[src/rtl/adder32_share_arbiter.sv]
// adder32_share_arbiter: one 32-bit adder shared by NUM_REQ requesters, round-robin.
// Optional signed-overflow output is enabled with `define ADDER32_ARB_OVF_EN.

module adder32_fa #(
  parameter int WIDTH = 32
) (
  input  logic [WIDTH-1:0] a,
  input  logic [WIDTH-1:0] b,
  input  logic             cin,
  output logic [WIDTH-1:0] sum,
  output logic             cout
);
  // plain ripple-free behavioural add; carry-out is the extra top bit
  assign {cout, sum} = {1'b0, a} + {1'b0, b} + {{WIDTH{1'b0}}, cin};
endmodule

module adder32_share_arbiter #(
  parameter int NUM_REQ = 4,
  parameter int WIDTH   = 32,
  parameter int ID_W    = 2
) (
  input  logic                     clk,
  input  logic                     rst,
  input  logic [NUM_REQ-1:0]       req_valid,
  output logic [NUM_REQ-1:0]       req_ready,
  input  logic [NUM_REQ*WIDTH-1:0] req_a,
  input  logic [NUM_REQ*WIDTH-1:0] req_b,
  input  logic [NUM_REQ-1:0]       req_cin,
  output logic                     rsp_valid,
  input  logic                     rsp_ready,
  output logic [WIDTH-1:0]         rsp_sum,
  output logic                     rsp_cout,
  output logic [ID_W-1:0]          rsp_id
`ifdef ADDER32_ARB_OVF_EN
  ,
  output logic                     rsp_ovf
`endif
);

  typedef enum logic {
    EMPTY = 1'b0,
    FULL  = 1'b1
  } state_t;

  state_t          state;
  logic [ID_W-1:0] rr_ptr;
  logic [ID_W-1:0] gidx;
  logic            gnt;
  logic            can_accept;
  logic            fire;
  logic [WIDTH-1:0] a_sel;
  logic [WIDTH-1:0] b_sel;
  logic             cin_sel;
  logic [WIDTH-1:0] sum_w;
  logic             cout_w;

  // first valid requester at or after rr_ptr, wrapping
  always_comb begin
    gnt  = 1'b0;
    gidx = '0;
    for (int k = 0; k < NUM_REQ; k++) begin
      int j;
      j = int'(rr_ptr) + k;
      if (j >= NUM_REQ) j = j - NUM_REQ;
      if (!gnt && req_valid[j]) begin
        gnt  = 1'b1;
        gidx = ID_W'(j);
      end
    end
  end

  assign can_accept = (state == EMPTY) | rsp_ready;
  assign fire       = gnt & can_accept & ~rst;
  assign req_ready  = fire ? (NUM_REQ'(1) << gidx) : '0;
  assign rsp_valid  = (state == FULL);

  assign a_sel   = req_a[int'(gidx)*WIDTH +: WIDTH];
  assign b_sel   = req_b[int'(gidx)*WIDTH +: WIDTH];
  assign cin_sel = req_cin[gidx];

  adder32_fa #(
    .WIDTH (WIDTH)
  ) u_fa (
    .a    (a_sel),
    .b    (b_sel),
    .cin  (cin_sel),
    .sum  (sum_w),
    .cout (cout_w)
  );

`ifdef ADDER32_ARB_OVF_EN
  logic ovf_w;
  assign ovf_w = (a_sel[WIDTH-1] == b_sel[WIDTH-1]) &&
                 (sum_w[WIDTH-1] != a_sel[WIDTH-1]);

  // overflow flag travels with the result it belongs to
  always_ff @(posedge clk or posedge rst) begin
    if (rst) rsp_ovf <= 1'b0;
    else if (fire) rsp_ovf <= ovf_w;
  end
`endif

  // slot FSM, result registers and round-robin pointer
  always_ff @(posedge clk or posedge rst) begin
    if (rst) begin
      state    <= EMPTY;
      rr_ptr   <= '0;
      rsp_sum  <= '0;
      rsp_cout <= 1'b0;
      rsp_id   <= '0;
    end else begin
      if (fire) begin
        rsp_sum  <= sum_w;
        rsp_cout <= cout_w;
        rsp_id   <= gidx;
        rr_ptr   <= (int'(gidx) == NUM_REQ - 1) ? '0 : gidx + 1'b1;
      end
      unique case (state)
        EMPTY: if (fire) state <= FULL;
        FULL:  if (rsp_ready && !fire) state <= EMPTY;
        default: state <= EMPTY;
      endcase
    end
  end

endmodule

[config.mk]
export PLATFORM = sky130hd
export DESIGN_NAME = adder32_share_arbiter
export DESIGN_NICKNAME = d
export VERILOG_FILES = /design/src/rtl/adder32_share_arbiter.sv
export SDC_FILE = /design/constraint.sdc
export NUM_CORES = 1
export LEC_CHECK = 0
export BUFFER_PORTS_ARGS = -buffer_cell sky130_fd_sc_hd__buf_4
export CORE_MARGIN = 3
export CORE_UTILIZATION = 35
export DETAILED_ROUTE_END_ITERATION = 8
export PLACE_DENSITY = 0.73
export SYNTH_ARGS = -nofsm -noshare
export SYNTH_HDL_FRONTEND = slang
export SYNTH_SLANG_ARGS = --single-unit
export TNS_END_PERCENT = 1
[constraint.sdc]
create_clock -name clk -period 7 [get_ports clk]
set_input_delay 0.7 -clock clk [delete_from_list [all_inputs] [get_ports clk]]
set_output_delay 0.7 -clock clk [all_outputs]
set_load 0.02 [all_outputs]
==> summary.txt <==
Timing
  – Hold_ws: 0.479 ns
  – Slew HR: 0.311
  – Endpoints failing setup: 0
  – Setup TNS: 0 ns
  – Setup ws final: 2.08 ns
  – Max Fclk: 203 MHz
  – Final Hold Vio Count: 0
  – RSZ-0062 raised after global routing: no
  – Setup Skew: 0.00526 ns
  – Final Cycle Share: 0.704
  – Slew Limit Fails: 0
  – Min Tclk post-route: 4.92 ns
  – Worst slew pin tran: 1.03 ns

Floorplan
  – I/O Pins: 307
  – Die X: 131 um
  – Die area: 17,200 sq um
  – Initial Util: 0.359
  – Die H: 131 um
  – Row count: 45
  – CORE AREA: 15,300 sq um

Global route
  – GRT Resource Usage Total: 0.214
  – Largest net degree at the start of global routing: 82
  – Number of global-route vias before repair: 6,212
  – Initial antenna violation count: 0
  – Total gr overflow: 0
  – First-pass GRT wire length: 30.4 mm

Clock tree
  – Clk Latency, worst-skew pair: 0.28 ns
  – H-tree Lvls: 2
  – Root Buffer Master: clkbuf_16
  – Total CTS buffers: 5
  – TritonCTS Sinks: 38
  – CTS tree: yes
  – Cts hold-fix bufs: 0
  – Post-CTS setup buffer count: 0
  – Post_cts resized: 0
  – CTS max path bufs: 2
  – Clock-pin slew on the worst setup and hold paths: 0.06 ns

Drt
  – Via count: 7,034
  – DR pass1 iterations: 5
  – 1st-iter DRT viols: 378
  – Vias per cell: 5.23
  – Final WL: 20.0 mm
  – Drt wl/cell: 14.8 um
  – Routed Antenna Nets: 0
  – Drt drc: 0

Power
  – Switching part of the total: 0.541
  – Int Power: 0.00178 W
  – Leakage: 4.10 nW
  – Maximum VDD drop: 0.000203 V
  – P_sw: 0.00210 W
  – PD cells: 482 nW/um^2
  – Clk pwr share: 0.078
  – Combinational power share: 0.820
  – Power Total: 0.00388 W
  – Flop pwr share: 0.102

Worst setup path
  – Worst setup SP type: primary input
  – Slowest cell on crit path: buf_4
  – Setup CP Type: in -> reg
  – Crit path arrival time: 5.08 ns
  – Crit Path Max Fanout: 67
  – Cell Chain, Critical Path: buf_4 > nor2b_1 > o21ba_1 > a211oi_4 > buf_4 > buf_4 > nand2_1 > and3_1 > a31oi_1 > ha_1 > a21oi_1 > o21ai_0 > a211oi_1 > a41oi_1 > a31oi_1 > o21ai_0
  – Flop-to-flop setup slack: 2.28 ns
  – Crit Reg-Reg Startpoint: rr_ptr[0]
  – Most frequent CP cell: buf_4
  – WP data required: 7.16 ns
  – CP Capture Type: register
  – Max incr delay on CP: 0.62 ns
  – RR Endpoint: rsp_sum[29]
  – R2R cell count: 15

Synth
  – Post-synth top cells: nand2_1, a31oi_1, and3_1
  – Async set or reset register ratio after synthesis: 1.00
  – Top-count cell post-synth: nand2_1
  – Largest family of logic cells by synthesized area: simple AND/OR/NAND/NOR gates
  – Post-Synth Adder-Cell Area: 0.0873
  – Syn Nets: 1,181
  – Sequential share of the synthesized area: 0.174
  – Synth area leader: nand2_1
  – Synthesized cell area: 5470 sq um
  – Synthesis-stage register bit count: 38
  – Post-synth EDFFs: 0
  – Synth Area in XOR/XNOR: 0.0208
  – Synth area leaders: nand2_1, dfrtp_1, ha_1
  – Post-synthesis mux area share: 0.00754
  – Area share of the largest cell type after synthesis: 0.218
  – Simple-gate area share of the yosys netlist: 0.393
  – Synth unique cells: 59
  – Main synth FF type: dfrtp_1
  – Mapped Avg Cell Area: 6.24 sq um
  – Synth Area in Compound Gates: 0.260
  – YS warnings: 0
  – Synth Instances: 877

Hold path
  – Hold path cells: 2
  – Worst Min Path Start: rsp_sum[2]
  – Worst min-delay path class: reg -> reg
  – WHS Endpoint: rsp_sum[2]

Place
  – GPL Wtd Cong: 0.883
  – Post-detail-place hpwl: 15.7 mm
  – Pre-CTS setup slack: 1.82 ns
  – IO Port Bufs: 306

Status
  – Outcome: finished, final reports clean

Final layout
  – Layout cells sized above 1: 0.292
  – P&R area growth vs syn: 46.9%
  – Fill cells: 1,593
  – Nets: 1,438
  – Antenna fix cells: 0

Job
  – Max-cap violations: 0
worst max-delay path, delay by kind of cell:
kind,cells,cell delay (ns)
buf+inv,3,1.31
compound gates,9,2.18
simple gates,3,0.42
fa+ha+maj,1,0.35
worst max-delay path by stage:
stage,from,endpoint,slack [ns],cells after the start
floorplan,req_valid[0],rsp_sum[30],2.94,18
global placement,req_valid[0],rsp_sum[29],1.84,16
detailed placement,req_valid[0],rsp_sum[29],1.82,16
CTS,req_valid[0],rsp_sum[29],2.12,16
global route,req_valid[0],rsp_sum[30],1.77,18
finish,req_valid[0],rsp_sum[29],2.08,16
stage by stage:
step,utilization,std cells,area [sq um]
after detailed placement,0.514,1338,7840
after global routing,0.527,1346,8040
final,0.527,1346,8040
after floorplan,-,877,5470
after global placement,0.514,1338,7840
after CTS,0.527,1346,8040
cell families (layout without fill, tap and decap cells):
family,after synthesis,count (layout)
AO/OA/AOI/OAI,222,222
XOR/XNOR,13,13
flip-flops,38,38
buffers and inverters,76,334
multiplexers,4,4
adder cells (fa/ha/maj),37,37
AND/OR/NAND/NOR,487,487
power groups by stage:
stage	clock [W]	combinational [W]	sequential, W
floorplan	0	0.00218	0.000505
global placement	0	0.00313	0.000395
detailed placement	0	0.00316	0.000396
CTS	0.000306	0.00318	0.000395
global route	0.000317	0.00355	0.000408
finish	0.000304	0.00318	0.000394
cells in the final DEF, fill, tap and decap left out, types with 5 or more instances in the layout:
master | synthesis | routed
nor2_1 | 34 | 34
nand2b_1 | 5 | 5
a21oi_1 | 40 | 40
dfrtp_1 | 38 | 38
and2_1 | 8 | 8
nand2_1 | 318 | 318
o21ai_0 | 37 | 37
buf_4 | 1 | 314
a21o_1 | 14 | 14
nand3_1 | 19 | 18
inv_1 | 10 | 10
and3_1 | 66 | 66
a31oi_1 | 68 | 68
o31ai_1 | 6 | 6
o21a_1 | 10 | 10
nor3_1 | 9 | 9
xnor2_1 | 9 | 9
o21ai_1 | 9 | 9
ha_1 | 35 | 35
clkbuf_16 | 0 | 5
nand4_1 | 10 | 10
routing by layer:
| layer | GRT usage | share of wire | vias to the layer above |
|---|---|---|---|
| li1 | - | - | 3618 |
| met1 | 0.296 | 0.45 | 3174 |
| met2 | 0.366 | 0.48 | 234 |
| met3 | 0.0309 | 0.072 | 8 |
| met4 | 0.0206 | 0.0046 | 0 |
| met5 | 0 | 0 | - |
sequential cells by signal, summed over array words and instances (netlist names):
| name | flops |
|---|---|
| rsp_id | 2 |
| rsp_valid | 1 |
| rr_ptr | 2 |
| rsp_sum | 32 |
| rsp_cout | 1 |
final cells by class:
| class | count | area, sq um | area share |
|---|---|---|---|
| tap | 211 | 264 | 0.0328 |
| multi-input combinational | 763 | 4220 | 0.525 |
| timing repair buffer | 314 | 2360 | 0.293 |
| inverter | 12 | 47.5 | 0.00591 |
| clock inverter | 2 | 60.1 | 0.00747 |
| sequential | 38 | 951 | 0.118 |
| clock buffer | 6 | 139 | 0.0173 |
No activity file was read; power rests on OpenSTA's default activity.
